--- config.mk ---
export PLATFORM = sky130hd
export DESIGN_NAME = ahb_master_arbiter
export DESIGN_NICKNAME = d
export VERILOG_FILES = /design/src/rtl/common_types_pkg.sv /design/src/rtl/ahb_grant_sel.sv /design/src/rtl/ahb_master_arbiter.sv
export SDC_FILE = /design/constraint.sdc
export NUM_CORES = 1
export LEC_CHECK = 0
export BUFFER_PORTS_ARGS = -buffer_cell sky130_fd_sc_hd__buf_2
export CORE_MARGIN = 2
export CORE_UTILIZATION = 37
export DETAILED_ROUTE_END_ITERATION = 7
export HOLD_SLACK_MARGIN = 0.08
export PLACE_DENSITY = 0.66
export SETUP_SLACK_MARGIN = 0.05
export SLEW_MARGIN = 40
export SYNTH_ARGS = -nofsm -noshare
export SYNTH_HDL_FRONTEND = slang
export SYNTH_SLANG_ARGS = --single-unit
--- constraint.sdc ---
create_clock -name CLK -period 4.1 [get_ports CLK]
set_input_delay 0.82 -clock CLK [delete_from_list [all_inputs] [get_ports CLK]]
set_output_delay 0.82 -clock CLK [all_outputs]
set_load 0.05 [all_outputs]
--- src/rtl/common_types_pkg.sv ---
// Shared types for the AHB-Lite master arbiter: bus word, HTRANS codes,
// arbiter FSM states, grant encoding and the data-side alignment helper.
package common_types_pkg;

    typedef logic [31:0] word_t;

    typedef enum logic [1:0] {
        HTRANS_IDLE   = 2'b00,
        HTRANS_BUSY   = 2'b01,
        HTRANS_NONSEQ = 2'b10,
        HTRANS_SEQ    = 2'b11
    } htrans_t;

    typedef enum logic [1:0] {ARB_IDLE, ARB_ADDR, ARB_DATA, ARB_ERR} arb_state_t;

    typedef enum logic {GRANT_I, GRANT_D} arb_grant_t;

    localparam logic [2:0] HSIZE_WORD = 3'b010;

    // Only the two low address bits matter for byte/half/word alignment.
    function automatic logic is_misaligned(input logic [1:0] addr_lo, input logic [2:0] size);
        logic mis;
        case (size)
            3'd1:    mis = addr_lo[0];
            3'd2:    mis = |addr_lo;
            default: mis = 1'b0;
        endcase
        return mis;
    endfunction

endpackage

--- src/rtl/ahb_grant_sel.sv ---
// Combinational grant select between instruction and data requesters.
// AHB_ARB_RR_EN selects round-robin on ties; otherwise data has fixed priority.
module ahb_grant_sel
    import common_types_pkg::*;
(
`ifdef AHB_ARB_RR_EN
    input  logic last_grant,
`endif
    input  logic i_req,
    input  logic d_req,
    output logic grant
);

    always_comb begin
`ifdef AHB_ARB_RR_EN
        if (i_req && d_req) begin
            grant = (arb_grant_t'(last_grant) == GRANT_D) ? GRANT_I : GRANT_D;
        end else begin
            grant = d_req ? GRANT_D : GRANT_I;
        end
`else
        grant = (d_req || !i_req) ? GRANT_D : GRANT_I;
`endif
    end

endmodule

--- src/rtl/ahb_master_arbiter.sv ---
// Shares one AHB-Lite master port between fetch and data requesters, one
// non-pipelined SINGLE transfer at a time. Define AHB_ARB_RR_EN for round-robin grant.
module ahb_master_arbiter
    import common_types_pkg::*;
#(
    parameter int ADDR_ALIGN_CHK = 1
) (
    input  logic        CLK,
    input  logic        nRST,
    input  logic        i_req,
    input  logic [31:0] i_addr,
    output logic [31:0] i_rdata,
    output logic        i_ready,
    output logic        i_err,
    input  logic        d_ren,
    input  logic        d_wen,
    input  logic [31:0] d_addr,
    input  logic [31:0] d_wdata,
    input  logic [2:0]  d_size,
    output logic [31:0] d_rdata,
    output logic        d_ready,
    output logic        d_err,
    output logic [31:0] HADDR,
    output logic [1:0]  HTRANS,
    output logic        HWRITE,
    output logic [2:0]  HSIZE,
    output logic [31:0] HWDATA,
    input  logic [31:0] HRDATA,
    input  logic        HREADY,
    input  logic        HRESP,
    output logic [1:0]  dbg_state
);

    arb_state_t state_q, state_d;
    arb_grant_t grant_q, grant_d;
    htrans_t    htrans_q, htrans_d;
    word_t      haddr_q, haddr_d;
    word_t      hwdata_q, hwdata_d;
    word_t      i_rdata_q, i_rdata_d;
    word_t      d_rdata_q, d_rdata_d;
    logic       hwrite_q, hwrite_d;
    logic [2:0] hsize_q, hsize_d;
    logic       i_ready_q, i_ready_d, i_err_q, i_err_d;
    logic       d_ready_q, d_ready_d, d_err_q, d_err_d;
    logic       sel_grant, d_req, accept, misaligned, done_ok, done_err;
`ifdef AHB_ARB_RR_EN
    arb_grant_t last_q, last_d;
`endif

    assign d_req      = d_ren | d_wen;
    // A completion pulse blocks acceptance for one edge so a still-held request is not replayed.
    assign accept     = (state_q == ARB_IDLE) && !i_ready_q && !d_ready_q && (i_req || d_req);
    assign misaligned = (ADDR_ALIGN_CHK != 0) && is_misaligned(d_addr[1:0], d_size);

    ahb_grant_sel u_grant_sel (
`ifdef AHB_ARB_RR_EN
        .last_grant (last_q),
`endif
        .i_req      (i_req),
        .d_req      (d_req),
        .grant      (sel_grant)
    );

    always_comb begin
        state_d   = state_q;
        grant_d   = grant_q;
        htrans_d  = htrans_q;
        haddr_d   = haddr_q;
        hwrite_d  = hwrite_q;
        hsize_d   = hsize_q;
        hwdata_d  = hwdata_q;
        i_rdata_d = i_rdata_q;
        d_rdata_d = d_rdata_q;
        i_ready_d = 1'b0;
        i_err_d   = 1'b0;
        d_ready_d = 1'b0;
        d_err_d   = 1'b0;
        done_ok   = 1'b0;
        done_err  = 1'b0;
`ifdef AHB_ARB_RR_EN
        last_d    = last_q;
`endif
        case (state_q)
            ARB_IDLE: begin
                if (accept) begin
                    grant_d = arb_grant_t'(sel_grant);
`ifdef AHB_ARB_RR_EN
                    last_d  = arb_grant_t'(sel_grant);
`endif
                    if (arb_grant_t'(sel_grant) == GRANT_I) begin
                        haddr_d  = i_addr;
                        hwrite_d = 1'b0;
                        hsize_d  = HSIZE_WORD;
                        htrans_d = HTRANS_NONSEQ;
                        state_d  = ARB_ADDR;
                    end else if (misaligned) begin
                        d_ready_d = 1'b1;
                        d_err_d   = 1'b1;
                    end else begin
                        haddr_d  = d_addr;
                        hwrite_d = d_wen;
                        hsize_d  = d_size;
                        htrans_d = HTRANS_NONSEQ;
                        state_d  = ARB_ADDR;
                    end
                end
            end
            ARB_ADDR: begin
                if (HREADY) begin
                    htrans_d = HTRANS_IDLE;
                    if (hwrite_q) hwdata_d = d_wdata;
                    state_d  = ARB_DATA;
                end
            end
            ARB_DATA: begin
                if (HRESP) begin
                    if (HREADY) done_err = 1'b1;
                    else        state_d  = ARB_ERR;
                end else if (HREADY) begin
                    done_ok = 1'b1;
                end
            end
            ARB_ERR: begin
                if (HREADY) done_err = 1'b1;
            end
            default: state_d = ARB_IDLE;
        endcase

        if (done_ok || done_err) begin
            state_d = ARB_IDLE;
            if (grant_q == GRANT_D) begin
                d_ready_d = 1'b1;
                d_err_d   = done_err;
                if (done_ok) d_rdata_d = HRDATA;
            end else begin
                i_ready_d = 1'b1;
                i_err_d   = done_err;
                if (done_ok) i_rdata_d = HRDATA;
            end
        end
    end

    always_ff @(posedge CLK or negedge nRST) begin
        if (!nRST) begin
            state_q   <= ARB_IDLE;
            grant_q   <= GRANT_I;
            htrans_q  <= HTRANS_IDLE;
            haddr_q   <= '0;
            hwrite_q  <= 1'b0;
            hsize_q   <= HSIZE_WORD;
            hwdata_q  <= '0;
            i_rdata_q <= '0;
            d_rdata_q <= '0;
            i_ready_q <= 1'b0;
            i_err_q   <= 1'b0;
            d_ready_q <= 1'b0;
            d_err_q   <= 1'b0;
`ifdef AHB_ARB_RR_EN
            last_q    <= GRANT_I;
`endif
        end else begin
            state_q   <= state_d;
            grant_q   <= grant_d;
            htrans_q  <= htrans_d;
            haddr_q   <= haddr_d;
            hwrite_q  <= hwrite_d;
            hsize_q   <= hsize_d;
            hwdata_q  <= hwdata_d;
            i_rdata_q <= i_rdata_d;
            d_rdata_q <= d_rdata_d;
            i_ready_q <= i_ready_d;
            i_err_q   <= i_err_d;
            d_ready_q <= d_ready_d;
            d_err_q   <= d_err_d;
`ifdef AHB_ARB_RR_EN
            last_q    <= last_d;
`endif
        end
    end

    assign HADDR     = haddr_q;
    assign HTRANS    = htrans_q;
    assign HWRITE    = hwrite_q;
    assign HSIZE     = hsize_q;
    assign HWDATA    = hwdata_q;
    assign i_rdata   = i_rdata_q;
    assign i_ready   = i_ready_q;
    assign i_err     = i_err_q;
    assign d_rdata   = d_rdata_q;
    assign d_ready   = d_ready_q;
    assign d_err     = d_err_q;
    assign dbg_state = state_q;

endmodule

==> metrics <==
Avg Cell Area, Syn 13.9 um2; CP max stage delay 800 ps; sequential fraction of the synthesis area 0.605; vias 4339; crit start category flip-flop; CTS H-Tree Depth 4; reg2reg setup slack 1620 ps; WL/cell 15.4 um; final WL 14100 um; largest net degree at the start of global routing 78; Clock transition at path regs 60 ps; I/O Buffers 276; clock sink total 140; final net count 832; gr usage total 0.171; synthesized flop and latch total 140; total inserted antenna cells 0; Initial Util 0.379; Final Skew 7.15 ps; endpoints failing setup 0; ys flop type dfrtp_1; Final min period 2480 ps; IO Count 278; post-CTS setup buffers 0; min-delay worst type in -> async; slowest stage cell, crit path and3_2; gr ovfl total 0; post-cts repair resize count 0; Clock Latency Late Sink 410 ps; DRT iter0 DRCs 174; Pre-Repair DR Iteration Count 4; post-DP HPWL 10500 um; Top delay family on crit path simple AND/OR/NAND/NOR gates; setup TNS 0 ps; initial antenna violation count 0; crit-path cells inv_1 -> ha_1 -> nor2b_1 -> and3_2 -> mux2_2; worst reg2reg startpoint dbg_state[0]; Post-synth EDFFs 0; post-route cell area 7920 um2; synthesized cell area 5790 um2; layout cells sized above 1 0.595; cts bufs inserted 17; max frequency 0.403 GHz; hold slack 373 ps; R2R depth 5; worst-path fanout max 33; CTS tree done; maxcap violations 0; maximum root-to-sink buffer count 2; row cnt 45; RSZ-0062 raised after global routing false; Core Region 15300 um2; Worst Setup End Kind flip-flop; Worst slew margin 0.458; Slew Viols, Final 0; Layout area overhead 36.9%; vias in the first global route 4371; Ys Warns 0; die height 129 um; Die Span X 129 um; FF-to-FF End i_rdata[28]; CTS Hold Bufs 0; Synth Net Count 558; DRC 0; post-route ant nets 0; Root Buffer clkbuf_16; slew of the pin with the lowest slew margin 813 ps; endpoints failing hold 0; Mapped Cells 416; Buf/Inv on CP 1; WP data arrival 2770 ps; status finished clean; first-pass GRT wire length 22000 um; Post-synth ARST share 1.00; Distinct cells, synth 41; GP Congestion 0.726; die area 16700 um2; worst setup path class reg -> reg; fin crit share 0.605; vias per cell 4.75; Placed Area 7370 um2; WP data required 4390 ps
[layout make-up]
cell class	instances	area [um2]
Fill cell	1336	7340
Inverter	3	11.3
Timing Repair Buffer	282	1450
Clock inverter	13	92.6
Multi-Input combinational cell	246	2150
Clock buffer	19	453
Tap cell	211	264
Sequential cell	140	3500
[worst max path at each step]
stage	start	endpoint	slack [ps]	cells after the start
floorplan	dbg_state[1]	i_rdata[10]	1910	6
global placement	HRESP	d_rdata[17]	1530	4
detailed placement	HRESP	d_rdata[31]	1480	4
CTS	dbg_state[0]	d_rdata[15]	1590	5
global route	dbg_state[0]	i_rdata[23]	1470	5
finish	dbg_state[0]	i_rdata[28]	1620	5
[Yosys cell counts, types with 2 or more instances]
| cell | count | area [um2] |
|---|---|---|
| ha_1 | 4 | 50.1 |
| nand2b_1 | 2 | 12.5 |
| nor2_1 | 3 | 11.3 |
| o31a_1 | 2 | 17.5 |
| nor2b_1 | 2 | 12.5 |
| buf_2 | 11 | 55.1 |
| buf_6 | 2 | 22.5 |
| nand3_1 | 3 | 15.0 |
| nand2_1 | 7 | 26.3 |
| buf_4 | 6 | 45.0 |
| buf_1 | 2 | 7.51 |
| o21ai_0 | 26 | 130 |
| mux2_2 | 96 | 1080 |
| mux2i_1 | 33 | 330 |
| a21o_1 | 3 | 22.5 |
| inv_1 | 3 | 11.3 |
| clkbuf_1 | 5 | 18.8 |
| dfrtp_1 | 139 | 3480 |
| o21ai_1 | 44 | 220 |
| nor3b_2 | 2 | 25.0 |
[metal layers]
| metal | part of all wire | track usage | up-vias | wire [um] |
|---|---|---|---|---|
| li1 | - | - | 2040 | - |
| met1 | 0.41 | 0.202 | 2106 | 5770 |
| met2 | 0.50 | 0.291 | 178 | 7090 |
| met3 | 0.074 | 0.0566 | 15 | 1050 |
| met4 | 0.015 | 0.0665 | 0 | 207 |
| met5 | 0 | 0 | - | 0 |
[per-stage QoR]
stage | std cells | util | setup WS (ps)
after global placement | 882 | 0.483 | 1530
after detailed placement | 882 | 0.483 | 1480
after global routing | 914 | 0.519 | 1470
after CTS | 914 | 0.519 | 1590
final | 914 | 0.519 | 1620
after floorplan | 416 | - | 1910
[logic make-up (layout without fill, tap and decap cells)]
kind of cell	count (synthesis)	after routing	synth area share
buffers and inverters	30	317	0.0285
muxes	130	130	0.246
other	1	1	0.000648
adders and majority gates	4	4	0.00865
AOI/OAI and AO/OA	84	84	0.0839
and+or+nand+nor	27	27	0.0270
DFF	140	140	0.605
[sequential cells by signal, summed over array words and instances, names as in the netlist, 2 cells and up]
signal,count
HADDR,32
HSIZE,3
HWDATA,32
d_rdata,32
dbg_state,2
i_rdata,32
[worst register-to-register path: stages (launching register included)]
cell and delay, ps:
dfrtp_1 410, inv_1 120, ha_1 240, nor2b_1 370, and3_2 800, mux2_2 420
[cells in the final DEF, fill, tap and decap left out, types with 2 or more instances in the layout]
master,count
buf_2,275
dfrtp_1,139
mux2_2,96
o21ai_1,44
mux2i_1,33
o21ai_0,26
clkbuf_16,17
nand2_1,7
clkinv_2,5
buf_4,5
ha_1,4
clkinvlp_4,4
inv_1,3
a21o_1,3
nor2_1,3
nor2b_1,2
nand2b_1,2
o31a_1,2
nand3_1,2
clkinv_4,2
clkbuf_8,2
Power is not shown: default switching activity piles up to over one toggle a cycle in this logic, so the estimate is an artifact.
